===== config.mk =====
export PLATFORM = sky130hd
export DESIGN_NAME = fifo_rptr_empty
export DESIGN_NICKNAME = d
export VERILOG_FILES = /design/src/rtl/fifo_cdc_pkg.sv /design/src/rtl/gray_to_bin.sv /design/src/rtl/fifo_rptr_empty.sv
export SDC_FILE = /design/constraint.sdc
export NUM_CORES = 1
export LEC_CHECK = 0
export BUFFER_PORTS_ARGS = -buffer_cell sky130_fd_sc_hd__buf_2
export CORE_MARGIN = 1.5
export CORE_UTILIZATION = 48
export CTS_BUF_LIST = sky130_fd_sc_hd__clkbuf_16
export DETAILED_ROUTE_END_ITERATION = 8
export HOLD_SLACK_MARGIN = 0.08
export PLACE_DENSITY_LB_ADDON = 0.15
export SLEW_MARGIN = 15
export SYNTH_ARGS = -nofsm -noshare
export SYNTH_HDL_FRONTEND = slang
export SYNTH_SLANG_ARGS = --single-unit

===== constraint.sdc =====
create_clock -name clk -period 3.4 [get_ports clk]
set_input_delay 0 -clock clk [delete_from_list [all_inputs] [get_ports clk]]
set_output_delay 0 -clock clk [all_outputs]
set_load 0.05 [all_outputs]

===== src/rtl/fifo_cdc_pkg.sv =====
// Shared definitions for the asynchronous CDC FIFO (read side fifo_rptr_empty
// and write side fifo_wptr_full).
//
// Contents:
//   ADDRSIZE       default RAM address width (depth = 2**ADDRSIZE)
//   AEMPTY_THRESH  default almost-empty threshold, in entries
//   MAX_PTR_W      widest pointer the helper functions handle
//   bin2gray       binary -> reflected Gray code
//   gray2bin       reflected Gray code -> binary
//
// The helpers work on MAX_PTR_W-bit values. A pointer of width addrsize+1 is
// zero-extended on the way in and truncated on the way out. Both conversions
// are exact under zero-extension, because leading zeros map to leading zeros in
// either direction.
package fifo_cdc_pkg;

  localparam int ADDRSIZE      = 8;
  localparam int AEMPTY_THRESH = 2;
  localparam int MAX_PTR_W     = 32;

  function automatic logic [MAX_PTR_W-1:0] bin2gray(input logic [MAX_PTR_W-1:0] b);
    return b ^ (b >> 1);
  endfunction

  function automatic logic [MAX_PTR_W-1:0] gray2bin(input logic [MAX_PTR_W-1:0] g);
    logic [MAX_PTR_W-1:0] b;
    b = '0;
    for (int i = 0; i < MAX_PTR_W; i++) begin
      b[i] = ^(g >> i);
    end
    return b;
  endfunction

endpackage


===== src/rtl/gray_to_bin.sv =====
// Combinational Gray-to-binary converter.
//
// Binary bit i is the XOR of all Gray bits from i up to the MSB, which is a
// prefix XOR taken from the top down.
//
// Parameters:
//   W     word width
// Ports:
//   gray  input  [W-1:0]  Gray-coded value
//   bin   output [W-1:0]  equivalent binary value
module gray_to_bin #(
  parameter int W = 9
) (
  input  logic [W-1:0] gray,
  output logic [W-1:0] bin
);

  always_comb begin
    bin = '0;
    for (int i = 0; i < W; i++) begin
      bin[i] = ^(gray >> i);
    end
  end

endmodule


===== src/rtl/fifo_rptr_empty.sv =====
// Read-domain pointer and empty-flag stage of the asynchronous CDC FIFO.
//
// The block keeps a binary read pointer rbin, which drives the RAM address, and
// a registered Gray copy rptr, which goes back to the write domain. It compares
// the next Gray pointer with the synchronized write pointer to produce a
// registered empty flag. From the same comparison point it also derives the
// fill level, which gives the almost-empty flag.
//
// Handshake: rd_en is a read request. A read is accepted on a clk edge where
// rd_en=1 and rempty=0. Only an accepted read advances the pointer. A request
// made while rempty=1 is dropped and sets the sticky rd_underflow flag.
//
// Parameters:
//   addrsize       RAM address width; pointers are addrsize+1 bits
//   AEMPTY_THRESH  ralmost_empty is set while level <= AEMPTY_THRESH
// Ports:
//   clk            read-domain clock
//   rst            asynchronous active-high reset
//   rd_en          read request
//   rq2_wptr       Gray write pointer, already synchronized to clk
//   clr_underflow  clears rd_underflow (a set in the same cycle wins)
//   raddr          RAM read address (rbin without its lap bit)
//   rptr           registered Gray read pointer
//   rempty         registered empty flag
//   ralmost_empty  registered almost-empty flag
//   rd_underflow   sticky flag, set by a read attempted while empty
//   rd_level       registered fill level (only with FIFO_RPTR_LEVEL_EN)
//
// Build option: define FIFO_RPTR_LEVEL_EN to add the rd_level output.
module fifo_rptr_empty #(
  parameter int addrsize      = fifo_cdc_pkg::ADDRSIZE,
  parameter int AEMPTY_THRESH = fifo_cdc_pkg::AEMPTY_THRESH
) (
  input  logic                clk,
  input  logic                rst,
  input  logic                rd_en,
  input  logic [addrsize:0]   rq2_wptr,
  input  logic                clr_underflow,
  output logic [addrsize-1:0] raddr,
  output logic [addrsize:0]   rptr,
  output logic                rempty,
  output logic                ralmost_empty,
`ifdef FIFO_RPTR_LEVEL_EN
  output logic                rd_underflow,
  output logic [addrsize:0]   rd_level
`else
  output logic                rd_underflow
`endif
);

  import fifo_cdc_pkg::*;

  localparam int PTR_W = addrsize + 1;
  localparam logic [PTR_W-1:0] AEMPTY_LIM = PTR_W'(AEMPTY_THRESH);

  logic [PTR_W-1:0] rbin;
  logic [PTR_W-1:0] rbinnext;
  logic [PTR_W-1:0] rgraynext;
  logic [PTR_W-1:0] wbin;
  logic [PTR_W-1:0] level;
  logic             rinc;

  gray_to_bin #(.W(PTR_W)) u_wptr_g2b (
    .gray (rq2_wptr),
    .bin  (wbin)
  );

  always_comb begin
    rinc      = rd_en & ~rempty;
    rbinnext  = rbin + PTR_W'(rinc);
    rgraynext = PTR_W'(bin2gray(MAX_PTR_W'(rbinnext)));
    // Modular subtraction at pointer width. Because the lap bit is included,
    // a full FIFO reads as 2**addrsize rather than 0.
    level     = wbin - rbinnext;
  end

  assign raddr = rbin[addrsize-1:0];

  always_ff @(posedge clk or posedge rst) begin
    if (rst) begin
      rbin          <= '0;
      rptr          <= '0;
      rempty        <= 1'b1;
      ralmost_empty <= 1'b1;
      rd_underflow  <= 1'b0;
    end else begin
      rbin          <= rbinnext;
      rptr          <= rgraynext;
      // Full-width Gray equality: identical pointers on the same lap.
      rempty        <= (rgraynext == rq2_wptr);
      ralmost_empty <= (level <= AEMPTY_LIM);
      if (rd_en && rempty) begin
        rd_underflow <= 1'b1;
      end else if (clr_underflow) begin
        rd_underflow <= 1'b0;
      end
    end
  end

`ifdef FIFO_RPTR_LEVEL_EN
  always_ff @(posedge clk or posedge rst) begin
    if (rst) begin
      rd_level <= '0;
    end else begin
      rd_level <= level;
    end
  end
`endif

endmodule


==> flow_summary.ini <==
[die]
pin_count = 33
rows = 19
die-area_um2 = 3236
core-area_um2 = 2758
die_y_um = 56.89
dieWidth_um = 56.89
initial_core_util_pct = 50.54

[global_routing]
grt_max_degree = 21
grt_overflow = 0
grt_antenna_before_repair = 0
grt_first_pass_wirelength_um = 4995
gr-usage-all-layers_pct = 19.73
first_global_vias = 1171

[cells_and_area]
nNetsFinal = 225
antennaDiodeCount = 0
synthToLayoutAreaGrowth_pct = 35.82
finish.utilization_pct = 68.65
multi_input_area_um2 = 852.1
final_layout_size_suffix_gt1_share_pct = 34.00
fillers = 227
seq_area_um2 = 503.0

[routing]
via_per_inst = 5.087
ant_nets = 0
wirelength_um = 2995
drtIter0Drc = 35
routed-via-count = 1175
wl_per_cell_um = 12.97
dr.pass1.iters = 4
drc = 0

[logic_synthesis]
synth_top_area_share_pct = 32.32
synth_area_um2 = 1394
seq_area_frac_synth_pct = 36.09
synth_seq_cells = 20
synth_area_leaders = dfrtp_1, xor2_1, xnor2_1, ha_1, inv_1
ys.flop_type = dfrtp_1
yosys_warnings = 0
synth-edff-count = 0
syn_inst = 142
async_flop_share_pct = 100.0
yosysTopAreaCell = dfrtp_1
synth_cell_types = 34
syn_area_per_cell_um2 = 9.816
syn_nets = 165

[setup_path]
required_ps = 3550
cp.arrival_ps = 3680
crit_fanout = 2
cp-start-kind = primary input
critPathCaptureType = flop
critical_path_class = primary input to flop

[timing]
worst_hold_slack_ps = 90.00
tightest_slew_ps = 715.7
finalSetupTns_ps = -130.4
fin_crit_sh_pct = 103.8
relSlewSlack_pct = 52.24
finalCriticalPeriod_ps = 3530
hold_viol_final = 0
finalClockSkew_ps = 2.330
drv_slew = 0
final.setup.worst_slack_ps = -130.4
max_freq_ghz = 0.2833
grt_setup_unrepaired = true
setup_viol = 1

[cts]
clkLatencyLatePin_ps = 240
cts_inserted_buffers = 3
path_clk_slew_ps = 50
cts-root-buf = clkbuf_16
clock_path_buffers = 2
cts_tree = built
htreeDepth = 1
clkSinkCount = 20

[pwr]
leakage_uw = 0.0009569
power_uw = 2149
ir_drop_mv = 0.9175
powerDensity_nw_per_um2 = 1135

[run_status]
violations = negative setup slack
status = complete, but fails checks

[min_path]
hp-class = primary input to flop

[placement]
dp_slack_ps = -418.5
dp_hpwl_um = 2388
gp_congestion = 0.8497
io_buffer_count = 32

[flow_run]
drv_cap = 0
path summary, 6_finish.rpt:
path                                                 end  cells after the start              start  slack, ps
min in group asynchronous       rd_underflow$_DFFE_PP0P_                      3                rst        410
max in group asynchronous              rbin[3]$_DFF_PP0_                      3                rst       2540
worst max-delay path             ralmost_empty$_DFF_PP1_                     16        rq2_wptr[6]       -130
worst min-delay path                    rempty$_DFF_PP1_                      4        rq2_wptr[3]         90
worst min register to register         rbin[8]$_DFF_PP0_                      2  rbin[8]$_DFF_PP0_        600
worst max register to register   ralmost_empty$_DFF_PP1_                     12   rempty$_DFF_PP1_         30
power breakdown:
part,internal (uW),leakage (uW),switching [uW]
Clock,155,0.0000370,75.3
Combinational,610,0.000672,931
Sequential,326,0.000248,52.8
cells in the final DEF, fill, tap and decap left out, types with 2 or more instances in the layout:
cell,instances
buf_2,31
nand3_1,4
inv_1,17
dfrtp_1,18
nor4_1,2
nor2_1,8
xnor2_1,14
nor3_1,2
dlygate4sd3_1,4
o21ai_0,3
and3_1,2
buf_4,20
clkbuf_16,3
o211ai_1,3
nand2_1,6
dfstp_2,2
nor2b_1,2
xor2_1,18
a21oi_1,3
a22oi_1,2
ha_1,8
o21a_1,2
nand4_1,4
a211oi_1,2
area by class of cell:
class / instances / area share (%)
Sequential cell: 20 / 26.57
Tap cell: 31 / 2.049
Multi-Input combinational cell: 103 / 45.01
Clock buffer: 3 / 3.966
Timing Repair Buffer: 56 / 18.84
Inverter: 18 / 3.569
logic make-up (layout without fill, tap and decap cells):
family | count (synthesis) | in the layout | synth area share [%]
xor+xnor | 35 | 35 | 24.24
simple gates | 35 | 35 | 12.93
compound gates | 23 | 23 | 12.12
flops | 20 | 20 | 36.09
buf+inv | 19 | 77 | 5.116
fa+ha+maj | 10 | 10 | 9.515
cell usage after synthesis (all sizes together), types with 3 or more instances:
master / count
xor2: 19
dfrtp: 18
inv: 18
xnor2: 14
ha: 9
nor2: 8
nand2: 6
nand3: 4
nand4: 4
nor2b: 4
o21ai: 4
a21oi: 3
o211ai: 3
layer usage:
layer	GRT usage, %	share of wire [%]	vias up
met4	5.980	0.73	0
met1	26.65	47	545
met5	0	0	-
met2	33.17	50	22
met3	2.074	2.6	2
li1	-	-	606
registers in the layout (all words and copies together), names as in the netlist:
name,flops
rptr,8
rbin,9
rd_underflow,1
ralmost_empty,1
rempty,1
what timing repair did:
action,CTS,global route
buffers inserted,3,0
resized for setup,3,2
hold buffers,4,0
hold endpoints to repair,20,0
endpoints found under the setup margin,1,1
pin swaps,5,5
critical path, cell delays in order:
cell       delay (ps)
buf_6              90
xor3_2            390
xnor3_2           280
xor2_2            170
xor2_1            230
xor2_1            250
buf_4             160
inv_1              40
ha_1              250
nor2b_2           150
o211ai_1          310
a311oi_2          160
a2111oi_2         350
xnor2_1           100
or4_1             520
a311oi_1          220
stage by stage:
stage          instance area [um2]  std cells
3_3_place_gp                  1734        221
3_5_place_dp                  1734        221
2_1_floorplan                 1411        142
4_1_cts                       1884        231
6_report                      1893        231
5_1_grt                       1893        231
(Power assumes the default switching activity.)
